## config.mk

```make
export PLATFORM = sky130hd
export DESIGN_NAME = toggle_cover_collector_flat
export DESIGN_NICKNAME = d
export VERILOG_FILES = /design/src/rtl/toggle_cover_collector_if.sv /design/src/rtl/toggle_cover_collector.sv /design/src/flat_wrapper.sv
export SDC_FILE = /design/constraint.sdc
export NUM_CORES = 1
export LEC_CHECK = 0
export CORE_ASPECT_RATIO = 1.75
export CORE_UTILIZATION = 45
export DETAILED_ROUTE_END_ITERATION = 10
export PLACE_DENSITY = 0.76
export SLEW_MARGIN = 20
export SYNTH_ARGS = -nofsm -noshare
export SYNTH_HDL_FRONTEND = slang
export SYNTH_SLANG_ARGS = --single-unit
```

## constraint.sdc

```tcl
create_clock -name clock -period 10.1 [get_ports clock]
set_clock_uncertainty 0.2 [all_clocks]
set_input_delay 1.01 -clock clock [delete_from_list [all_inputs] [get_ports clock]]
set_output_delay 1.01 -clock clock [all_outputs]
set_load 0.005 [all_outputs]
```

## src/rtl/toggle_cover_collector_if.sv

```systemverilog
// Report channel of the toggle-coverage collector: one newly covered point
// per valid/ready handshake.
//   report_valid  - a new cover point is presented (collector -> consumer)
//   report_ready  - consumer accepts the point      (consumer -> collector)
//   report_index  - global cover point index
//   report_dir    - 0 = rise (0->1), 1 = fall (1->0)
interface toggle_cover_collector_if #(
  parameter int unsigned IDX_W = 32
) ();

  logic             report_valid;
  logic             report_ready;
  logic [IDX_W-1:0] report_index;
  logic             report_dir;

  // Collector side
  modport master (
    output report_valid,
    output report_index,
    output report_dir,
    input  report_ready
  );

  // Coverage aggregator side
  modport slave (
    input  report_valid,
    input  report_index,
    input  report_dir,
    output report_ready
  );

endinterface

```

## src/rtl/toggle_cover_collector.sv

```systemverilog
// Toggle-coverage collector: watches a WIDTH-bit probe vector, records each
// bit's first 0->1 and 1->0 transition as sticky hit points and drains every
// newly hit point exactly once through a valid/ready report channel.
//   clock         - design clock
//   reset         - synchronous, active-high reset
//   enable        - detection enable (pending reports drain regardless)
//   clear         - synchronous coverage clear (drops any held report)
//   sample        - probed signal vector
//   report        - report channel (valid/ready/index/dir), master side
//   covered_count - number of points hit since reset/clear
//   all_covered   - every point (2*WIDTH) has been hit
module toggle_cover_collector #(
  parameter int unsigned WIDTH       = 36,
  parameter int unsigned COVER_INDEX = 0,
  parameter int unsigned IDX_W       = 32,
  localparam int unsigned CNT_W      = $clog2(2 * WIDTH + 1)
) (
  input  logic                     clock,
  input  logic                     reset,
  input  logic                     enable,
  input  logic                     clear,
  input  logic [WIDTH-1:0]         sample,
  toggle_cover_collector_if.master report,
  output logic [CNT_W-1:0]         covered_count,
  output logic                     all_covered
);

  localparam int unsigned BIT_W = (WIDTH > 1) ? $clog2(WIDTH) : 1;

  // Sampling history
  logic [WIDTH-1:0] prev;
  logic             prev_valid;

  // Sticky hit bits and not-yet-reported bits, one of each per point
  logic [WIDTH-1:0] hit_rise;
  logic [WIDTH-1:0] hit_fall;
  logic [WIDTH-1:0] pend_rise;
  logic [WIDTH-1:0] pend_fall;

  // Registered report and count outputs
  logic             rpt_valid;
  logic [IDX_W-1:0] rpt_index;
  logic             rpt_dir;
  logic [CNT_W-1:0] count_q;
  logic             all_q;

  // Combinational detection / selection
  logic             det_en;
  logic [WIDTH-1:0] rise_det;
  logic [WIDTH-1:0] fall_det;
  logic [WIDTH-1:0] new_rise;
  logic [WIDTH-1:0] new_fall;
  logic [CNT_W-1:0] add_cnt;
  logic [CNT_W-1:0] cnt_next;
  logic             load;
  logic             sel_any;
  logic [BIT_W-1:0] sel_bit;
  logic             sel_dir;
  logic [WIDTH-1:0] rise_sel;
  logic [WIDTH-1:0] fall_sel;
  logic [WIDTH-1:0] rise_drop;
  logic [WIDTH-1:0] fall_drop;

  assign report.report_valid = rpt_valid;
  assign report.report_index = rpt_index;
  assign report.report_dir   = rpt_dir;
  assign covered_count       = count_q;
  assign all_covered         = all_q;

  // The first sample after reset/clear only primes prev; it is never a toggle
  assign det_en   = enable & prev_valid;
  assign rise_det = det_en ? (~prev &  sample) : '0;
  assign fall_det = det_en ? ( prev & ~sample) : '0;

  // Only points not yet hit produce new coverage
  assign new_rise = rise_det & ~hit_rise;
  assign new_fall = fall_det & ~hit_fall;

  // Several bits may toggle in one cycle: count every newly hit point
  always_comb begin
    add_cnt = '0;
    for (int i = 0; i < int'(WIDTH); i++) begin
      add_cnt = add_cnt + CNT_W'(new_rise[i]) + CNT_W'(new_fall[i]);
    end
  end

  // Hits are sticky, so the sum can never exceed 2*WIDTH
  assign cnt_next = count_q + add_cnt;

  // Report slot is free when empty or being accepted this cycle
  assign load = ~rpt_valid | report.report_ready;

  // Lowest bit with anything pending wins; rise before fall on the same bit.
  // Uses registered pending bits only, so same-cycle detections wait a cycle.
  always_comb begin
    sel_any  = 1'b0;
    sel_bit  = '0;
    sel_dir  = 1'b0;
    rise_sel = '0;
    fall_sel = '0;
    for (int i = 0; i < int'(WIDTH); i++) begin
      if (!sel_any && (pend_rise[i] || pend_fall[i])) begin
        sel_any = 1'b1;
        sel_bit = BIT_W'(i);
        sel_dir = ~pend_rise[i];
        if (pend_rise[i]) begin
          rise_sel[i] = 1'b1;
        end else begin
          fall_sel[i] = 1'b1;
        end
      end
    end
  end

  // Pending bit retired at the edge that loads it into the report register
  assign rise_drop = load ? rise_sel : '0;
  assign fall_drop = load ? fall_sel : '0;

  // State update: reset beats clear beats normal operation
  always_ff @(posedge clock) begin
    if (reset || clear) begin
      if (reset) begin
        prev <= '0;
      end
      prev_valid <= 1'b0;
      hit_rise   <= '0;
      hit_fall   <= '0;
      pend_rise  <= '0;
      pend_fall  <= '0;
      rpt_valid  <= 1'b0;
      rpt_index  <= '0;
      rpt_dir    <= 1'b0;
      count_q    <= '0;
      all_q      <= 1'b0;
    end else begin
      prev       <= sample;
      prev_valid <= 1'b1;
      hit_rise   <= hit_rise | new_rise;
      hit_fall   <= hit_fall | new_fall;
      pend_rise  <= (pend_rise & ~rise_drop) | new_rise;
      pend_fall  <= (pend_fall & ~fall_drop) | new_fall;
      count_q    <= cnt_next;
      all_q      <= (cnt_next == CNT_W'(2 * WIDTH));
      if (load) begin
        rpt_valid <= sel_any;
        if (sel_any) begin
          // index = COVER_INDEX + 2*bit + dir
          rpt_index <= IDX_W'(COVER_INDEX) + IDX_W'({sel_bit, sel_dir});
          rpt_dir   <= sel_dir;
        end
      end
    end
  end

endmodule

```

## src/flat_wrapper.sv

```systemverilog
// flat-port wrapper written by rule: the top's interface ports become plain ports
module toggle_cover_collector_flat 
#(
  parameter int unsigned WIDTH       = 36,
  parameter int unsigned COVER_INDEX = 0,
  parameter int unsigned IDX_W       = 32,
  localparam int unsigned CNT_W      = $clog2(2 * WIDTH + 1)
)
  (clock, reset, enable, clear, sample, covered_count, all_covered, report_report_valid, report_report_index, report_report_dir, report_report_ready);
  toggle_cover_collector_if #(.IDX_W(IDX_W)) report_i ();
  input  logic clock;
  input  logic reset;
  input  logic enable;
  input  logic clear;
  input  logic [WIDTH-1:0] sample;
  output logic [CNT_W-1:0] covered_count;
  output logic all_covered;
  output wire logic [$bits(report_i.report_valid)-1:0] report_report_valid;
  output wire logic [$bits(report_i.report_index)-1:0] report_report_index;
  output wire logic [$bits(report_i.report_dir)-1:0] report_report_dir;
  input wire logic [$bits(report_i.report_ready)-1:0] report_report_ready;
  assign report_report_valid = report_i.report_valid;
  assign report_report_index = report_i.report_index;
  assign report_report_dir = report_i.report_dir;
  assign report_i.report_ready = report_report_ready;
  toggle_cover_collector #(.WIDTH(WIDTH), .COVER_INDEX(COVER_INDEX), .IDX_W(IDX_W)) u_core (.clock(clock), .reset(reset), .enable(enable), .clear(clear), .sample(sample), .report(report_i), .covered_count(covered_count), .all_covered(all_covered));
endmodule
```

==> impl_metrics.tcl, run 1 <==
set metrics [dict create \
    outcome "completed" \
    path_class "in -> reg" \
    postLayoutCellArea_um2 12000 \
    die_w_um 118 \
    cts_resized 0 \
    final_cell_count_no_fill 1537 \
    hold_class "reg -> reg" \
    pin_count 83 \
    syn_area_per_cell_um2 9.06 \
    cp-start-kind "input port" \
    ir_drop_mv 0.154 \
    numCtsBuffers 17 \
    crit_required_ns 10.25 \
    crit_fanout 39 \
    cap_violations 0 \
    antenna_left 0 \
    drt_iter0_markers 461 \
    dp_hpwl_mm 20.5 \
    slew_viol_final 0 \
    die_h_um 206 \
    portBuffers 57 \
    core-area_um2 23300 \
    ys_seq_area_frac 0.403 \
    nNetsFinal 1354 \
    ys_ff_latch 197 \
    synth-edff-count 36 \
    setup_tns_ns 0 \
    drive_gt1_frac 0.0430 \
    dpl_cell_area_um2 11400 \
    vias_per_cell 5.37 \
    rsz0062_at_grt "false" \
    vias 8257 \
    syn_to_final_growth_pct 12.5 \
    yosys-top-cells-count "nor2_1 (233), dfxtp_1 (161), a21oi_1 (79), inv_1 (79), nor3b_1 (72)" \
    synth_ff_type "dfxtp_1" \
    grt-ovfl-total 0 \
    drtPass1Iterations 5 \
    dp_cells 1505 \
    critPathArrivalTime_ns 8.79 \
    synth.area.top_cells "dfxtp_1 (30%), fa_1 (12%), edfxtp_1 (10%)" \
    p_per_area_nw_per_um2 159 \
    cts_hold_buf 0 \
    slew_headroom 0.290 \
    leakagePower_nw 4.70 \
    yosys.area.top_type_share 0.302 \
    path_clk_slew_ns 0.07 \
    fmax_mhz 116 \
    rows 74 \
    grt_first_pass_wirelength_mm 42.7 \
    synthesis.area_um2 10700 \
    clock_sinks 197 \
    yosysMostFrequentCell "nor2_1" \
    hold_viol 0 \
    period_needed_ns 8.64 \
    post_cts.repair.setup_buffers 0 \
    h-tree-depth 4 \
    antenna_found_initial 0 \
    synth_top_area_cell "dfxtp_1" \
    cts_root_buffer "clkbuf_16" \
    cts_max_path_buffers 2 \
    drc 0 \
    setup_viol 0 \
    gp_congestion 0.900 \
    drt-wirelength-per-cell_um 17.3 \
    tightest_slew_ns 1.06 \
    netlist_instances 1179 \
    cts_tree "yes" \
    insertion_delay_ns 0.46 \
    die-area_um2 24400 \
    wl_mm 26.6 \
    diodes 0 \
    async_flop_share 0 \
    synth_cell_types 61 \
    initial_core_util 0.458 \
    yosysWarnings 0 \
    crit_path_end_kind "flip-flop" \
    grt_max_degree 100 \
    finalPower_w 0.00191 \
    grtUsageTotal 0.230 \
    grt_pass1_vias 8260 \
    r2r_slack_ns 2.18 \
    period_share 0.855 \
]
==> worst paths after layout <==
kind                                               from                                    endpoint  depth (start not counted)
max reg2reg                   u_core.prev_valid$_DFF_P_               u_core.all_covered$_SDFF_PN0_                         24
min          u_core.report.report_index[5]$_SDFFE_PN0P_  u_core.report.report_index[5]$_SDFFE_PN0P_                          2
min reg2reg  u_core.report.report_index[5]$_SDFFE_PN0P_  u_core.report.report_index[5]$_SDFFE_PN0P_                          2
max                                              enable               u_core.all_covered$_SDFF_PN0_                         25
==> state kept, by name (all words and copies together) (netlist names) <==
signal                      count
u_core.report.report_valid      1
u_core.prev_valid               1
u_core.pend_fall               36
u_core.all_covered              1
u_core.pend_rise               36
u_core.prev                    36
u_core.report.report_index      7
u_core.hit_fall                36
u_core.covered_count            7
u_core.hit_rise                36
==> report_power, final <==
group          internal (W)  switching [W]
sequential         0.000825      0.0000154
combinational      0.000160       0.000218
clock              0.000369       0.000325
==> worst max-delay path: stages <==
cell,delay (ns)
clkdlybuf4s50_1,0.47
nand2_2,0.40
buf_12,0.36
nor3b_1,0.32
nand2b_1,0.15
fa_1,0.55
fa_1,0.56
fa_1,0.56
inv_1,0.05
fa_1,0.50
inv_1,0.06
fa_1,0.56
fa_1,0.43
fa_1,0.48
fa_1,0.51
inv_1,0.05
ha_1,0.21
fa_1,0.46
a21o_1,0.19
a21oi_1,0.21
o21bai_1,0.08
a21oi_1,0.17
xnor2_1,0.13
nor2_1,0.07
and4_1,0.22
==> logic make-up (layout without fill, tap and decap cells) <==
group           count (synthesis)  count (layout)  synth area share
compound gates                175             175            0.0959
xor+xnor                        9               9           0.00738
fa+ha+maj                      93              93             0.153
buf+inv                       142             172            0.0609
flops                         197             197             0.403
other cells                     1              25          0.000351
simple gates                  562             562             0.279
==> metrics by stage <==
stage	setup slack [ns]	hold slack, ns	util
floorplan	2.20	0.231	-
global placement	1.13	0.240	0.489
detailed placement	1.02	0.249	0.489
CTS	1.47	0.262	0.515
global route	1.13	0.281	0.515
finish	1.46	0.256	0.515
==> cell type report <==
class | count | area, um2
fillers | 2187 | 11300
multi-input cells | 864 | 5830
flip-flops and latches | 197 | 4300
repair buffers | 61 | 613
clock buffers | 19 | 464
well taps | 304 | 380
inverters | 79 | 297
clock inverters | 13 | 133
==> routing by layer <==
layer / vias up / GRT usage / routed length [um]
met5: - / 0 / 0
met4: 0 / 0.144 / 1500
met3: 71 / 0.0449 / 1240
met2: 254 / 0.420 / 13900
met1: 3951 / 0.242 / 9980
li1: 3981 / - / -
==> layout by cell type (no fill, tap or decap), types with 41 or more instances in the layout <==
cell type        instances
inv_1                   79
clkdlybuf4s50_1         57
nand2b_1                53
o21ai_0                 42
nor3b_1                 72
fa_1                    63
a21oi_1                 79
nand2_1                 48
dfxtp_1                161
nor2_1                 233
and2_1                  41
Power figures use the tool's default switching activity.
==> inputs of run 2 (changes only) <==
Settings changed: CORE_ASPECT_RATIO 1.75 to 0.8, PLACE_DENSITY 0.76 to 0.79.
Clock period 10.1 ns to 7.6 ns, I/O delays scaled along.
==> impl_metrics.tcl, run 2 (synthesis results as in run 1) <==
set metrics [dict create \
    outcome "completed" \
    setup_ws_ns 0.122 \
    die-area_um2 24400 \
    cp_slowest_cell "fa_1" \
    final_cell_count_no_fill 1642 \
    antenna_found_initial 1 \
    cts_tree "yes" \
    drtPass1Iterations 5 \
    path_common_cell "fa_1" \
    path_class "in -> reg" \
    crit_fanout 6 \
    insertion_delay_ns 0.44 \
    hold_class "reg -> reg" \
    finalPower_w 0.00263 \
    critPathArrivalTime_ns 7.62 \
    period_share 0.984 \
    critPathLaunch "enable" \
    drt_iter0_markers 858 \
    syn_to_final_growth_pct 23.2 \
    dp_hpwl_mm 20.9 \
    initial_core_util 0.458 \
    crit_required_ns 7.74 \
    pre_cts_ws_ns -0.773 \
    setup_viol 0 \
    n_fill_cell 1952 \
    grt_first_pass_wirelength_mm 44.0 \
    die_h_um 140 \
    h-tree-depth 4 \
    holdWs_ns 0.267 \
    grt_pass1_vias 8294 \
    grt_max_degree 90 \
    cap_violations 0 \
    hold_path_startpoint "u_core.hit_rise[13]$_SDFF_PN0_" \
    die_w_um 174 \
    mostFrequentLayoutCell "nor2_1" \
    vias_per_cell 5.35 \
    numCtsBuffers 17 \
    grtUsageTotal 0.233 \
    antenna_left 0 \
    final_cell_mix "nor2_1 (233), dfxtp_1 (160), buf_4 (94), a21oi_1 (78), inv_1 (76)" \
    ir_drop_mv 0.181 \
    wl_mm 28.6 \
    rsz0062_at_grt "true" \
    r2r_start "u_core.prev_valid$_DFF_P_" \
    nNetsFinal 1450 \
    grt-ovfl-total 0 \
    core-area_um2 23300 \
    vias 8780 \
    tightest_slew_ns 0.985 \
    pin_count 83 \
    leakagePower_nw 5.32 \
    crit_path_end_kind "flip-flop" \
    path_buf_inv 4 \
    clock_sinks 197 \
    hold_viol 0 \
    dp_cells 1594 \
    cp-start-kind "input port" \
    p_per_area_nw_per_um2 200 \
    gp_congestion 0.920 \
    drc 0 \
    slew_viol_final 0 \
    rows 50 \
    crit_family "adder cells" \
    drive_gt1_frac 0.150 \
    portBuffers 57 \
    cts_max_path_buffers 2 \
    drt-wirelength-per-cell_um 17.4 \
    cts_root_buffer "clkbuf_16" \
    fmax_mhz 134 \
    r2r_slack_ns 0.15 \
    slowest_delay_ns 0.57 \
    path_clk_slew_ns 0.07 \
    slew_headroom 0.343 \
    period_needed_ns 7.48 \
]
run 2: cell type report:
type | count | area (um2) | share of cell area
Inverter | 79 | 297 | 0.0225
Multi-Input combinational cell | 864 | 6150 | 0.467
Clock inverter | 14 | 143 | 0.0108
Timing Repair Buffer | 157 | 1430 | 0.109
Antenna cell | 1 | 2.50 | 0.000190
Clock buffer | 18 | 439 | 0.0334
Tap cell | 312 | 390 | 0.0297
Sequential cell | 197 | 4310 | 0.327
run 2: final timing paths:
check,endpoint,cells after the start
max reg2reg,u_core.all_covered$_SDFF_PN0_,24
max,u_core.all_covered$_SDFF_PN0_,25
min reg2reg,u_core.hit_rise[13]$_SDFF_PN0_,2
min,u_core.hit_rise[13]$_SDFF_PN0_,2
run 2: timing repair:
| action | CTS | global route |
|---|---|---|
| buffers inserted | 3 | 10 |
| hold buffers | 0 | 0 |
| endpoints found under the setup margin | 2 | 5 |
| pin swaps | 4 | 25 |
| resized for setup | 24 | 56 |
| cloned | 0 | 2 |
run 2: where the power goes:
part | switching (W) | internal, W
clock network | 0.000433 | 0.000471
logic | 0.000323 | 0.000277
registers | 0.0000254 | 0.00110
run 2: layer usage:
metal,vias up,wire length (um),track usage
li1,4181,-,-
met1,4181,12700,0.327
met2,366,12700,0.348
met3,52,2470,0.0667
met4,0,705,0.0679
met5,-,0,0
run 2: metrics by stage:
stage	TNS, ns	utilization	cell area (um2)
after CTS	-0.0731	0.548	12800
after detailed placement	-2.27	0.518	12100
after global placement	-1.85	0.518	12100
after global routing	-0.110	0.564	13200
final	0	0.564	13200
after floorplan	0	-	10800
run 2: tightest hold or removal path, stage by stage, from the launching register on:
cell and delay, ns:
dfxtp_1 0.33, nor2_1 0.04, nor2_1 0.06
==> inputs of run 3 (changes only) <==
Settings changed: SKIP_CTS_REPAIR_TIMING set to 1.
==> impl_metrics.tcl, run 3 (synthesis results as in run 1) <==
set metrics [dict create \
    seq_area_um2 4310 \
    tightest_slew_ns 0.993 \
    pin_count 83 \
    dp_cells 1594 \
    drc 0 \
    leakagePower_nw 5.33 \
    cp-start-kind "input port" \
    antenna_left 0 \
    clock_sinks 197 \
    ir_drop_mv 0.181 \
    crit_fanout 6 \
    slew_headroom 0.338 \
    drt_iter0_markers 796 \
    cap_violations 0 \
    dp_hpwl_mm 20.9 \
    portBuffers 57 \
    initial_core_util 0.458 \
    grt-ovfl-total 0 \
    holdWs_ns 0.264 \
    h-tree-depth 4 \
    core-area_um2 23300 \
    grt_max_degree 90 \
    hold_viol 0 \
    hold_class "reg -> reg" \
    grt_first_pass_wirelength_mm 43.7 \
    numCtsBuffers 17 \
    vias 8819 \
    period_needed_ns 7.40 \
    antenna_found_initial 2 \
    final_cell_mix "nor2_1 (233), dfxtp_1 (160), buf_4 (93), a21oi_1 (78), inv_1 (76)" \
    p_per_area_nw_per_um2 199 \
    fmax_mhz 135 \
    drive_gt1_frac 0.150 \
    rsz0062_at_grt "true" \
    setup_tns_ns 0 \
    mostFrequentLayoutCell "nor2_1" \
    crit_required_ns 7.74 \
    setup_viol 0 \
    slew_viol_final 0 \
    die_h_um 140 \
    die_w_um 174 \
    n_fill_cell 1968 \
    path_clk_slew_ns 0.07 \
    finalPower_w 0.00262 \
    period_share 0.974 \
    cts_max_path_buffers 2 \
    drt-wirelength-per-cell_um 17.4 \
    path_class "in -> reg" \
    crit_path_end_kind "flip-flop" \
    grtUsageTotal 0.232 \
    die-area_um2 24400 \
    critPathArrivalTime_ns 7.54 \
    grt_pass1_vias 8241 \
    multiInputGateArea_um2 6140 \
    vias_per_cell 5.37 \
    cts_tree "yes" \
    drtPass1Iterations 5 \
    cts_root_buffer "clkbuf_16" \
    rows 50 \
    wl_mm 28.6 \
    final_cell_count_no_fill 1641 \
    syn_to_final_growth_pct 23.2 \
    outcome "completed" \
    nNetsFinal 1449 \
    insertion_delay_ns 0.44 \
    gp_congestion 0.920 \
]
-- run 3: cell types whose count changed in the layout (fill, tap and decap cells not counted), moves of 2 or more --
| cell | before | now |
|---|---|---|
| dlymetal6s2s_1 | 8 | 10 |
| nor3b_4 | 12 | 9 |
| clkdlybuf4s50_1 | 48 | 46 |
| nor3b_2 | 22 | 26 |
-- run 3: layout make-up --
cell class | instances | share of cell area
Multi-Input combinational cell | 864 | 0.467
Sequential cell | 197 | 0.328
Timing Repair Buffer | 156 | 0.109
Clock buffer | 18 | 0.0334
Tap cell | 312 | 0.0297
Inverter | 79 | 0.0225
Clock inverter | 14 | 0.0108
Antenna cell | 1 | 0.000190
-- run 3: worst max-delay path, cell delays in order --
cell	delay (ns)
buf_8	0.08
nand2_8	0.07
buf_12	0.15
nor3b_4	0.21
nor2b_4	0.20
ha_4	0.21
inv_2	0.07
fa_2	0.46
fa_1	0.53
fa_1	0.52
fa_1	0.53
fa_1	0.52
fa_1	0.54
fa_1	0.53
fa_1	0.58
inv_2	0.05
ha_4	0.16
fa_2	0.35
a21o_1	0.17
a21oi_2	0.17
o21bai_1	0.11
a21oi_1	0.17
xnor2_1	0.13
nor2_1	0.07
and4_1	0.19
-- run 3: worst paths after layout --
path / startpoint / end / slack, ns / cells past startpoint
worst max-delay path: enable / u_core.all_covered$_SDFF_PN0_ / 0.20 / 25
worst min-delay path: u_core.hit_fall[22]$_SDFF_PN0_ / u_core.hit_fall[22]$_SDFF_PN0_ / 0.26 / 2
worst max register to register: u_core.prev_valid$_DFF_P_ / u_core.all_covered$_SDFF_PN0_ / 0.22 / 24
worst min register to register: u_core.hit_fall[22]$_SDFF_PN0_ / u_core.hit_fall[22]$_SDFF_PN0_ / 0.26 / 2
-- run 3: power breakdown --
| group | switching (W) | leakage, nW | internal, W |
|---|---|---|---|
| Clock | 0.000436 | 0.281 | 0.000471 |
| Sequential | 0.0000253 | 1.69 | 0.00110 |
| Combinational | 0.000316 | 3.36 | 0.000273 |
-- run 3: metrics by stage --
step / utilization / setup slack [ns] / cell area, um2
2_1_floorplan: - / 0.00278 / 10800
3_3_place_gp: 0.518 / -0.668 / 12100
3_5_place_dp: 0.518 / -0.773 / 12100
4_1_cts: 0.543 / -0.341 / 12700
5_1_grt: 0.563 / -0.0803 / 13100
6_report: 0.564 / 0.199 / 13200
-- run 3: routing by layer --
layer  vias up  share of wire  wire (um)  GRT usage
met3        53          0.090       2580     0.0642
li1       4185              -          -          -
met2       379           0.44      12700      0.345
met1      4202           0.44      12700      0.328
met4         0          0.023        648     0.0674
met5         -              0          0          0
